<file path="src/rtl/mfp_ahb_lite_slave_frontend.sv">
// mfp_ahb_lite_slave_frontend: AHB-Lite slave front-end for a sync-read RAM with wait states, byte lanes, ERROR and RAW forwarding
// Ports: HCLK/HRESETn clock and async active-low reset; HADDR/HSIZE/HTRANS/HWRITE/HSEL/HREADY address phase;
//        HWDATA/HRDATA/HREADYOUT/HRESP data phase; mem_read_* one-cycle-latency read port; mem_write_* registered write port.
module mfp_ahb_lite_slave_frontend #(
    parameter int ADDR_WIDTH = 32,
    parameter int DATA_WIDTH = 32,
    parameter int WAIT_STATES = 0,
    parameter bit ERR_ON_MISALIGN = 1'b1,
    localparam int BYTES = DATA_WIDTH / 8,
    localparam int LSB = $clog2(BYTES),
    localparam int WAW = ADDR_WIDTH - LSB
) (
    input  logic                  HCLK,
    input  logic                  HRESETn,
    input  logic [ADDR_WIDTH-1:0] HADDR,
    input  logic [2:0]            HSIZE,
    input  logic [1:0]            HTRANS,
    input  logic                  HWRITE,
    input  logic                  HSEL,
    input  logic                  HREADY,
    input  logic [DATA_WIDTH-1:0] HWDATA,
    output logic [DATA_WIDTH-1:0] HRDATA,
    output logic                  HREADYOUT,
    output logic                  HRESP,
    output logic                  mem_read_enable,
    output logic [WAW-1:0]        mem_read_addr,
    input  logic [DATA_WIDTH-1:0] mem_read_data,
    output logic                  mem_write_enable,
    output logic [WAW-1:0]        mem_write_addr,
    output logic [BYTES-1:0]      mem_write_mask,
    output logic [DATA_WIDTH-1:0] mem_write_data
);
    typedef enum logic [2:0] {IDLE, WAIT, DATA, ERR1, ERR2} state_t;
    state_t state;
    logic [LSB-1:0] lo, size_m, off;
    logic [BYTES-1:0] mask, cap_mask, fwd_mask;
    logic [WAW-1:0] word, cap_addr;
    logic legal, accept, misalign, cap_read, cap_write, hit_new, hit_old;
    logic [2:0] cnt;
    logic [DATA_WIDTH-1:0] fwd_data, fwd_bits, new_bits;

    function automatic logic [DATA_WIDTH-1:0] lanes(input logic [BYTES-1:0] m);
        for (int i = 0; i < BYTES; i++) lanes[i*8 +: 8] = {8{m[i]}};
    endfunction

    always_comb begin
        lo = HADDR[LSB-1:0];
        size_m = LSB'((32'd1 << HSIZE) - 32'd1);
        off = lo & ~size_m;
        misalign = |(lo & size_m);
        mask = BYTES'(((32'd1 << (32'd1 << HSIZE)) - 32'd1) << off);
        legal = (HSIZE <= 3'(LSB)) && !(ERR_ON_MISALIGN && misalign);
        accept = HRESETn && HSEL && (HTRANS == 2'b10 || HTRANS == 2'b11) && HREADY && (state == IDLE || state == DATA);
        word = HADDR[ADDR_WIDTH-1:LSB];
        // zero-wait reads go out in the address phase; otherwise in the last wait cycle
        mem_read_enable = (WAIT_STATES == 0) ? accept && legal && !HWRITE : state == WAIT && cnt == 3'd0 && cap_read;
        mem_read_addr = (WAIT_STATES == 0) ? word : cap_addr;
        // hit_new: a read issued while the write to the same word is still in its data phase
        hit_new = mem_read_enable && state == DATA && cap_write && cap_addr == mem_read_addr;
        // hit_old: a read colliding with the write being committed this cycle
        hit_old = mem_read_enable && mem_write_enable && mem_write_addr == mem_read_addr;
        new_bits = lanes(cap_mask);
        fwd_bits = lanes(fwd_mask);
        HREADYOUT = !(state == WAIT || state == ERR1);
        HRESP = state == ERR1 || state == ERR2;
        HRDATA = (state == DATA && cap_read) ? (fwd_data & fwd_bits) | (mem_read_data & ~fwd_bits) : '0;
    end

    always_ff @(posedge HCLK or negedge HRESETn) begin
        if (!HRESETn) begin
            state <= IDLE;
            cnt <= '0;
            cap_addr <= '0;
            cap_mask <= '0;
            cap_read <= 1'b0;
            cap_write <= 1'b0;
            mem_write_enable <= 1'b0;
            mem_write_addr <= '0;
            mem_write_mask <= '0;
            mem_write_data <= '0;
            fwd_mask <= '0;
            fwd_data <= '0;
        end else begin
            mem_write_enable <= state == DATA && cap_write;
            if (state == DATA && cap_write) begin
                mem_write_addr <= cap_addr;
                mem_write_mask <= cap_mask;
                mem_write_data <= HWDATA;
            end
            fwd_mask <= (hit_old ? mem_write_mask : '0) | (hit_new ? cap_mask : '0);
            fwd_data <= hit_new ? (HWDATA & new_bits) | (mem_write_data & ~new_bits) : mem_write_data;
            if (accept) begin
                cap_addr <= word;
                cap_mask <= mask;
                cap_read <= legal && !HWRITE;
                cap_write <= legal && HWRITE;
                cnt <= 3'(WAIT_STATES - 1);
                state <= !legal ? ERR1 : (WAIT_STATES > 0 ? WAIT : DATA);
            end else begin
                state <= state == WAIT ? (cnt == 3'd0 ? DATA : WAIT) : state == ERR1 ? ERR2 : IDLE;
                if (state == WAIT) cnt <= cnt - 3'd1;
            end
        end
    end
endmodule

</file>
<file path="config.mk">
export PLATFORM = sky130hd
export DESIGN_NAME = mfp_ahb_lite_slave_frontend
export DESIGN_NICKNAME = d
export VERILOG_FILES = /design/src/rtl/mfp_ahb_lite_slave_frontend.sv
export SDC_FILE = /design/constraint.sdc
export NUM_CORES = 1
export LEC_CHECK = 0
export CORE_AREA = 2 2 126 128
export CTS_BUF_LIST = sky130_fd_sc_hd__clkbuf_8
export CTS_CLUSTER_SIZE = 24
export DETAILED_ROUTE_END_ITERATION = 10
export DIE_AREA = 0 0 128 130
export PLACE_DENSITY = 0.81
export SLEW_MARGIN = 40
export SYNTH_ARGS = -nofsm -noshare
export SYNTH_HDL_FRONTEND = slang
export SYNTH_SLANG_ARGS = --single-unit
</file>
<file path="constraint.sdc">
create_clock -name HCLK -period 2.5 [get_ports HCLK]
set_input_delay 0.5 -clock HCLK [delete_from_list [all_inputs] [get_ports HCLK]]
set_output_delay 0.5 -clock HCLK [all_outputs]
set_load 0.05 [all_outputs]
</file>
==> metrics.txt, run 1 <==
status=finished, final reports clean; clock skew=0.0128 ns; share of cells above drive strength 1=0.294; post-synthesis mux area share=0.215; Diodes inserted=0; critical path required time=2.00 ns; Vias=5469; htree depth=4; WL/cell=18.5 microns; Mapped Cells=601; Pleak=5.07 nW; crit-path max cell delay=0.54 ns; # clock sinks=145; crit path cell chain=or4_4 -> a211oi_4 -> buf_6 -> buf_12; CP max stage cell=or4_4; synthesized net count=709; Overflow after GRT=0; area of the multi-input gates=3260 sq um; Worst setup SP type=flop; Final Hold Viols=0; IO Port Bufs=236; setup TNS=0 ns; antenna violations before repair=0; Initial Util=0.467; chip height=130 microns; post-synth cell types=34; IO Pins=238; TritonCTS clock tree=done; die area=16600 sq um; max-slew violations=0; Synth Area per Inst=12.0 sq um; instance count on the critical path=4; commonest non-fill, non-tap cell in the layout=clkdlybuf4s50_1; maximum clock rate=413 MHz; Overall Power=9.34 mW; PD cells=843 nW/um^2; WS Path Type=reg2out; Peak VDD IR=0.596 mV; global-route wire length before repair=30.6 mm; Post-Synth Adder-Cell Area=0.00348; post-synthesis sequential area ratio=0.504; global placement routability congestion=0.840; minimum clock period=2.42 ns; Synth Area in XOR/XNOR=0.0742; fin area=11100 sq um; Yosys reg bits=145; Hold WC Path Type=in2async; Slew HR=0.615; Crit path buffers/inverters=2; reg2reg setup slack=0.22 ns; Post-synth EDFFs=0; post-synth top area cell=dfrtp_1; Clock Tree Buf Depth=2; area share of and/or/nand/nor cells after synthesis=0.138; Worst Path Max Fanout=5; Post-Route WL=19.6 mm; most common flop cell mapped by yosys=dfrtp_1; post-synth top area share=0.504; final net count=966; final worst-path cycle share=0.969; Vias/cell=5.14; Horiz. Die Dim=128 microns; HPWL after detailed placement=14.5 mm; R2R depth=6; ranking of synthesized cells by area=dfrtp_1 50%, mux2_2 7.5%, mux2_4 6.7%, nand2_1 5.1%, mux2i_1 4.5%; Clock Pin Slew Worst Setup and Hold Paths=0.08 ns; most frequent cells in the layout=167 x clkdlybuf4s50_1, 143 x dfrtp_1, 97 x nand2_1; vias in the first global route=5760; CTS Root Buffer Type=clkbuf_8; post-route DRC violation count=0; Finished Layout Cells=1063; Core Footprint=15400 sq um; FILL cells=1058; Core Util, Final=0.718; Worst-Margin Slew=0.575 ns; register area=3630 sq um; placed cell area=10600 sq um; largest family of logic cells by synthesized area=multiplexers; drt first pass iters=4; crit end category=primary output; CTS Buf Count=17; largest net degree at the start of global routing=146; maxcap violations=0; Mapped Area=7200 sq um; Worst Path Arrival=1.92 ns; Area Growth Syn to Fin=53.9%; Top Family by Delay on Critical Path=simple AND/OR/NAND/NOR gates; final setup fails=0; worst-skew pair later-pin latency=0.45 ns; final antenna-violating net count=0; RSZ-0062 raised after global routing=yes; Synth Area in Compound Gates=0.0174; ys async rst share=1.00; Tot GR Track Use=0.241; initial DRC count=210; Synth warnings=0; FP Rows=46; DP Cell Count=1028
==> synthesized netlist by cell type (all sizes together) (5+ instances only) <==
cell / count
dfrtp: 145
mux2: 98
nand2: 97
nor2: 39
buf: 35
xnor2: 33
mux2i: 32
xor2: 28
clkbuf: 18
nor4: 18
nand4: 11
inv: 8
a21o: 7
o21ai: 6
nand2b: 5
nand3: 5
==> where the power goes <==
| part | total (mW) | switching, mW | internal, mW |
|---|---|---|---|
| logic | 3.78 | 2.19 | 1.59 |
| clock network | 1.96 | 0.873 | 1.08 |
| registers | 3.60 | 0.541 | 3.06 |
| total | 9.34 | 3.60 | 5.74 |
==> registers in the layout, indices dropped and copies added, names as in the netlist <==
signal	count
fwd_data	32
mem_write_data	32
cap_addr	30
mem_write_addr	30
cap_mask	4
fwd_mask	4
mem_write_mask	4
cnt	3
state	3
cap_read	1
cap_write	1
mem_write_enable	1
==> path summary, 6_finish.rpt <==
| path | to | from |
|---|---|---|
| max in group asynchronous | state[0]$_DFF_PN0_ | HRESETn |
| setup / recovery | mem_read_enable | state[0]$_DFF_PN0_ |
| hold reg to reg | cap_read$_DFFE_PN0P_ | cap_read$_DFFE_PN0P_ |
| hold / removal | cap_mask[3]$_DFFE_PN0P_ | HRESETn |
| min in group HCLK | cap_read$_DFFE_PN0P_ | cap_read$_DFFE_PN0P_ |
| setup reg to reg | fwd_data[20]$_DFF_PN0_ | cap_addr[24]$_DFFE_PN0P_ |
==> worst reg2reg max path: cells and delay by family, from the launching register on <==
kind / cells / cell delay [ns]
xor+xnor: 1 / 0.17
mux: 1 / 0.31
simple gates: 3 / 1.09
buf+inv: 1 / 0.18
flops: 1 / 0.41
==> cell families (layout without fill, tap and decap cells) <==
kind of cell               Yosys count  count (layout)
DFF                                145             145
AOI/OAI and AO/OA                   19              19
buffers and inverters               61             331
and+or+nand+nor                    183             183
adders and majority gates            2               2
xor gates and xnor gates            61              61
muxes                              130             130
==> layout make-up <==
| type | instances | share of cell area |
|---|---|---|
| multi-input combinational | 395 | 0.295 |
| clock inverter | 11 | 0.0123 |
| tap | 192 | 0.0217 |
| inverter | 8 | 0.00271 |
| sequential | 145 | 0.328 |
| timing repair buffer | 291 | 0.315 |
| clock buffer | 21 | 0.0261 |
==> metal layers <==
layer / up-vias / routed length, microns / track usage
met2: 213 / 10000 / 0.424
met5: - / 0 / 0
met4: 0 / 341 / 0.0827
met1: 2709 / 7730 / 0.282
li1: 2520 / - / -
met3: 27 / 1550 / 0.0738
==> what timing repair did <==
item	CTS	global route
endpoints found under the setup margin	2	27
setup buffers	1	1
pin swaps	1	3
hold buffers	0	0
gates resized for setup	4	11
==> through the flow <==
step | hold slack, ns | setup WS (ns)
after floorplan | 0.204 | 0.0466
after global placement | 0.454 | -0.316
after detailed placement | 0.471 | -0.361
after CTS | 0.225 | 0.00769
after global routing | 0.0219 | 0.000393
final | 0.0311 | 0.0774
Power figures use the tool's default switching activity.
==> run 2, diff against run 1 <==
--- a/config.mk
+++ b/config.mk
@@ -5,12 +5,14 @@
 export SDC_FILE = /design/constraint.sdc
 export NUM_CORES = 1
 export LEC_CHECK = 0
-export CORE_AREA = 2 2 126 128
+export CORE_AREA = 2 2 123 125
 export CTS_BUF_LIST = sky130_fd_sc_hd__clkbuf_8
+export CTS_CLUSTER_DIAMETER = 100
 export CTS_CLUSTER_SIZE = 24
 export DETAILED_ROUTE_END_ITERATION = 10
-export DIE_AREA = 0 0 128 130
-export PLACE_DENSITY = 0.81
+export DIE_AREA = 0 0 125 127
+export DONT_BUFFER_PORTS = 1
+export PLACE_DENSITY = 0.64
 export SLEW_MARGIN = 40
 export SYNTH_ARGS = -nofsm -noshare
 export SYNTH_HDL_FRONTEND = slang
==> run 2 against run 1 <==
The flow now finishes with violations (negative hold slack). Largest power group is now sequential cells. Critical path depth fell by 1. Critical endpoint unchanged. Highest routed layer unchanged. Sequential power is 30% higher. Sequential cell count unchanged. Setup slack gained 0.019 ns. Total power is 14% lower. Non-clock buffer count is 246 lower. Global-route usage decreased by 4.4 points. Sequential share of layout area rose by 13 points. Die area down 4.6%.
==> metrics.txt, run 2 (synthesis gave the netlist of run 1 again) <==
area of the multi-input gates=3250 sq um (was 3260 sq um); Hold WC Path Type=in2async (unchanged); Clock Tree Buf Depth=2 (unchanged); global placement routability congestion=0.809 (was 0.840); Hold Slack=-0.262 ns (was 0.0311 ns); CTS Buf Count=17 (unchanged); DP Cell Count=776 (was 1028); Pleak=3.80 nW (was 5.07 nW); final worst setup slack=0.0967 ns (was 0.0774 ns); status=complete, but fails checks (was finished, final reports clean); max-slew violations=0 (unchanged); crit path cell chain=or4_4 -> a211oi_4 -> buf_6 (was or4_4 -> a211oi_4 -> buf_6 -> buf_12); Clock Pin Slew Worst Setup and Hold Paths=0.08 ns (about the same); Vias/cell=5.43 (was 5.14); FF-to-FF Start=cap_addr[28]$_DFFE_PN0P_ (was cap_addr[24]$_DFFE_PN0P_); Worst Path Arrival=1.90 ns (was 1.92 ns); Diodes inserted=0 (unchanged); Worst-Margin Slew=0.576 ns (was 0.575 ns); failing checks=negative hold slack; share of cells above drive strength 1=0.280 (was 0.294); Horiz. Die Dim=125 microns (was 128 microns); Critical Path Start=state[2]$_DFF_PN0_ (was state[0]$_DFF_PN0_); chip height=127 microns (was 130 microns); WL/cell=19.0 microns (was 18.5 microns); global-route wire length before repair=24.3 mm (was 30.6 mm); initial DRC count=148 (was 210); # clock sinks=145 (unchanged); largest net degree at the start of global routing=147 (was 146); PD cells=1010 nW/um^2 (was 843 nW/um^2); IO Pins=238 (unchanged); final worst-path cycle share=0.961 (was 0.969); final antenna-violating net count=0 (unchanged); commonest non-fill, non-tap cell in the layout=dfrtp_1 (was clkdlybuf4s50_1); Worst setup SP type=flop (unchanged); antenna violations before repair=0 (unchanged); drt first pass iters=5 (was 4); top flop regs=fwd_data: 32 flops, mem_write_data: 32 flops (unchanged); Worst Path Max Fanout=6 (was 5); Vias=4387 (was 5469); Finished Layout Cells=808 (was 1063); placed cell area=7500 sq um (was 10600 sq um); die area=15900 sq um (was 16600 sq um); WS Path Type=reg2out (unchanged); post-route DRC violation count=0 (unchanged); Final Hold Viols=145 (was 0); Setup crit end=mem_read_enable (unchanged); R2R depth=6 (unchanged); setup TNS=0 ns (unchanged); Tot GR Track Use=0.197 (was 0.241); minimum clock period=2.40 ns (was 2.42 ns); Initial Util=0.499 (was 0.467); RSZ-0062 raised after global routing=no (was yes); maxcap violations=0 (unchanged); instance count on the critical path=3 (was 4); most frequent cells in the layout=144 x dfrtp_1, 97 x nand2_1, 48 x mux2_2 (was 167 x clkdlybuf4s50_1, 143 x dfrtp_1, 97 x nand2_1); clock skew=0.00877 ns (was 0.0128 ns); crit-path max cell delay=0.56 ns (was 0.54 ns); TritonCTS clock tree=done (unchanged); RR Endpoint=fwd_data[20]$_DFF_PN0_ (unchanged); Peak VDD IR=0.522 mV (was 0.596 mV); Slew HR=0.616 (was 0.615); maximum clock rate=416 MHz (was 413 MHz); CP max stage cell=or4_4 (unchanged); vias in the first global route=4528 (was 5760); Post-Route WL=15.4 mm (was 19.6 mm); reg2reg setup slack=0.26 ns (was 0.22 ns); FILL cells=1236 (was 1058); Core Footprint=14400 sq um (was 15400 sq um); Top Family by Delay on Critical Path=simple AND/OR/NAND/NOR gates (unchanged); final net count=720 (was 966); IO Port Bufs=0 (was 236); Crit path buffers/inverters=1 (was 2); worst-skew pair later-pin latency=0.45 ns (about the same); register area=3630 sq um (about the same); Area Growth Syn to Fin=10.2% (was 53.9%); critical path required time=2.00 ns (about the same); htree depth=4 (unchanged); post-place setup slack=0.160 ns (was -0.361 ns); fin area=7930 sq um (was 11100 sq um); final setup fails=0 (unchanged); FP Rows=44 (was 46); CTS Root Buffer Type=clkbuf_8 (unchanged); crit end category=primary output (unchanged); HPWL after detailed placement=10.7 mm (was 14.5 mm); Overflow after GRT=0 (unchanged)
## run 2: changes by cell type in the layout (fill, tap and decap cells not counted), sizes merged
cell           previous run  this run
clkinv                    3         8
clkdlybuf4s50           167         0
inv                      12         9
dlymetal6s2s              3         0
clkbuf                   21        19
dlygate4sd2               1         0
buf                     120        45
clkinvlp                  1         0
## run 2: report_power, final
part | leakage (nW) | switching (mW) | internal (mW)
combinational | 1.64 | 0.672 | 0.801
clock | 0.216 | 0.859 | 1.02
sequential | 1.94 | 1.66 | 3.03
total | 3.80 | 3.19 | 4.85
## run 2: how the worst min path moves through the flow
| stage | endpoint | slack (ns) | cells past startpoint | startpoint |
|---|---|---|---|---|
| after floorplan | cap_addr[0]$_DFFE_PN0P_ | 0.20 | 0 | HRESETn |
| after global placement | cap_addr[18]$_DFFE_PN0P_ | 0.21 | 0 | HRESETn |
| after detailed placement | cap_addr[18]$_DFFE_PN0P_ | 0.21 | 0 | HRESETn |
| after CTS | cap_addr[6]$_DFFE_PN0P_ | -0.29 | 0 | HRESETn |
| after global routing | cap_addr[18]$_DFFE_PN0P_ | -0.31 | 0 | HRESETn |
| final | cap_addr[18]$_DFFE_PN0P_ | -0.26 | 0 | HRESETn |
## run 2: repair_timing
action,CTS,global route
setup endpoints to repair,1,1
pin swaps,1,0
gates resized for setup,2,2
buffers inserted,1,0
endpoints found under the hold margin,145,145
## run 2: metal layers
metal / GRT usage / wire length (microns)
met1: 0.226 / 6010
met2: 0.331 / 7750
met3: 0.0871 / 1310
met4: 0.0654 / 285
met5: 0 / 0
## run 2: area by class of cell
type	count	share of cell area
Clock buffer	19	0.0330
Clock inverter	12	0.0178
Inverter	8	0.00379
Multi-Input combinational cell	395	0.409
Sequential cell	145	0.458
Tap cell	184	0.0290
Timing Repair Buffer	45	0.0494
## run 2: worst register-to-register path, stage by stage (launching register included)
cell     delay [ns]
dfrtp_1        0.41
xor2_1         0.19
nor4_4         0.36
nand4_4        0.29
nor4_4         0.40
buf_12         0.18
mux2_4         0.30
## run 2: per-stage QoR
| stage | utilization | total power, mW |
|---|---|---|
| finish | 0.550 | 8.04 |
| global route | 0.550 | 8.48 |
| CTS | 0.549 | 8.14 |
| detailed placement | 0.520 | 6.23 |
| global placement | 0.520 | 6.13 |
| floorplan | - | 5.96 |
==> run 3, diff against run 2 <==
--- a/config.mk
+++ b/config.mk
@@ -6,7 +6,7 @@
 export NUM_CORES = 1
 export LEC_CHECK = 0
 export CORE_AREA = 2 2 123 125
-export CTS_BUF_LIST = sky130_fd_sc_hd__clkbuf_8
+export CTS_BUF_LIST = sky130_fd_sc_hd__clkbuf_4 sky130_fd_sc_hd__clkbuf_8
 export CTS_CLUSTER_DIAMETER = 100
 export CTS_CLUSTER_SIZE = 24
 export DETAILED_ROUTE_END_ITERATION = 10
==> run 3 against run 2 <==
The flow still finishes with violations (negative hold slack). Largest power group unchanged. Routed wire length up 0.27%. Die area unchanged. Largest cell class unchanged. Sequential power about the same. Via count about the same. Sequential share of layout area about the same.
==> metrics.txt, run 3 (synthesis gave the netlist of run 1 again) <==
status=complete, but fails checks (unchanged); failing checks=negative hold slack (unchanged); Hold WC Path Type=in2async (unchanged); TritonCTS clock tree=done (unchanged); WL/cell=19.1 microns (was 19.0 microns); PD cells=1020 nW/um^2 (was 1010 nW/um^2); die area=15900 sq um (unchanged); Initial Util=0.499 (unchanged); Diodes inserted=0 (unchanged); Core Util, Final=0.550 (about the same); final antenna-violating net count=0 (unchanged); max-slew violations=0 (unchanged); FF-to-FF Start=cap_addr[28]$_DFFE_PN0P_ (unchanged); RSZ-0062 raised after global routing=no (unchanged); vias in the first global route=4525 (was 4528); Worst Path Max Fanout=6 (unchanged); minimum clock period=2.40 ns (about the same); Vias/cell=5.43 (about the same); final worst-path cycle share=0.960 (was 0.961); global placement routability congestion=0.809 (unchanged); Final Hold Viols=145 (unchanged); M3 GR Usage=0.0871 (unchanged); Pleak=3.80 nW (about the same); WS Path Type=reg2out (unchanged); HPWL after detailed placement=10.7 mm (unchanged); gr busiest metal=met2 (unchanged); CTS Buf Count=17 (unchanged); drt first pass iters=5 (unchanged); # clock sinks=145 (unchanged); Peak VDD IR=0.516 mV (was 0.522 mV); clock skew=0.00906 ns (was 0.00877 ns); Overflow after GRT=0 (unchanged); top flop regs=fwd_data: 32 flops, mem_write_data: 32 flops (unchanged); most frequent cells in the layout=144 x dfrtp_1, 97 x nand2_1, 48 x mux2_2 (unchanged); maxcap violations=0 (unchanged); IO Port Bufs=0 (unchanged); Hold Slack=-0.262 ns (about the same); Tot GR Track Use=0.197 (about the same); post-route DRC violation count=0 (unchanged); Worst setup SP type=flop (unchanged); Worst Path Arrival=1.90 ns (about the same); Slew HR=0.616 (unchanged); Horiz. Die Dim=125 microns (unchanged); antenna violations before repair=0 (unchanged); Vias=4390 (was 4387); share of cells above drive strength 1=0.282 (was 0.280); GR Util met2=0.331 (unchanged); initial DRC count=147 (was 148); Clock Pin Slew Worst Setup and Hold Paths=0.08 ns (about the same); Critical Path Start=state[2]$_DFF_PN0_ (unchanged); Clock Tree Buf Depth=2 (unchanged); htree depth=4 (unchanged); worst-skew pair later-pin latency=0.45 ns (about the same); Core Footprint=14400 sq um (unchanged); Worst-Margin Slew=0.576 ns (about the same); R2R depth=6 (unchanged); final net count=720 (unchanged); Area Growth Syn to Fin=10.2% (about the same); placed cell area=7500 sq um (unchanged); commonest non-fill, non-tap cell in the layout=dfrtp_1 (unchanged); FILL cells=1235 (was 1236); global-route wire length before repair=24.3 mm (about the same); maximum clock rate=416 MHz (about the same); FP Rows=44 (unchanged); met1 Usage GRT=0.226 (about the same); Post-Route WL=15.4 mm (about the same); largest net degree at the start of global routing=147 (unchanged); final setup fails=0 (unchanged); CTS Root Buffer Type=clkbuf_8 (unchanged); critical path required time=2.00 ns (about the same); chip height=127 microns (unchanged); IO Pins=238 (unchanged); fin area=7930 sq um (about the same); setup TNS=0 ns (unchanged); crit end category=primary output (unchanged)
[run 3: cell types whose count changed in the layout (fill, tap and decap cells not counted), sizes merged]
cell	delta
inv	-1
clkbuf	+1
[run 3: final cells by class]
cell class / count / area (sq um) / share of cell area
Timing Repair Buffer: 45 / 392 / 0.0494
Multi-Input combinational cell: 395 / 3250 / 0.409
Clock inverter: 11 / 138 / 0.0173
Clock buffer: 20 / 269 / 0.0339
Sequential cell: 145 / 3630 / 0.457
Inverter: 8 / 30.0 / 0.00378
Tap cell: 184 / 230 / 0.0290
[run 3: where the power goes]
group	internal [mW]	switching [mW]	total (mW)	leakage [nW]
registers	3.03	1.66	4.69	1.94
clock network	1.04	0.859	1.90	0.215
logic	0.801	0.673	1.47	1.64
[run 3: timing repair]
action | in CTS | in global routing
cloned | 0 | 0
buffers inserted | 1 | 0
gates resized for setup | 2 | 2
hold endpoints to repair | 145 | 145
setup endpoints to repair | 1 | 1
pin swaps | 1 | 0
[run 3: critical path, cell delays in order, from the launching register on]
cell	delay (ns)
dfrtp_2	0.44
or4_4	0.56
a211oi_4	0.25
buf_6	0.20
[run 3: metrics by stage]
step,setup WS (ns),instances,power (mW)
4_1_cts,0.0320,808,8.15
2_1_floorplan,0.0466,601,5.96
3_3_place_gp,0.157,776,6.13
5_1_grt,0.00595,808,8.50
3_5_place_dp,0.160,776,6.23
6_report,0.0990,808,8.06
[run 3: worst paths after layout]
| check | slack [ns] | endpoint |
|---|---|---|
| hold / removal | -0.26 | cap_addr[18]$_DFFE_PN0P_ |
| min in group HCLK | 0.15 | cap_addr[21]$_DFFE_PN0P_ |
| max in group asynchronous | 2.59 | fwd_mask[0]$_DFF_PN0_ |
| setup reg to reg | 0.26 | fwd_data[8]$_DFF_PN0_ |
| hold reg to reg | 0.47 | cap_write$_DFFE_PN0P_ |
| setup / recovery | 0.1 | mem_read_enable |
[run 3: metal layers]
| layer | wire length, microns | vias up |
|---|---|---|
| met5 | 0 | - |
| met4 | 258 | 0 |
| met3 | 1320 | 26 |
| met2 | 7820 | 159 |
| met1 | 5990 | 2182 |
| li1 | - | 2023 |
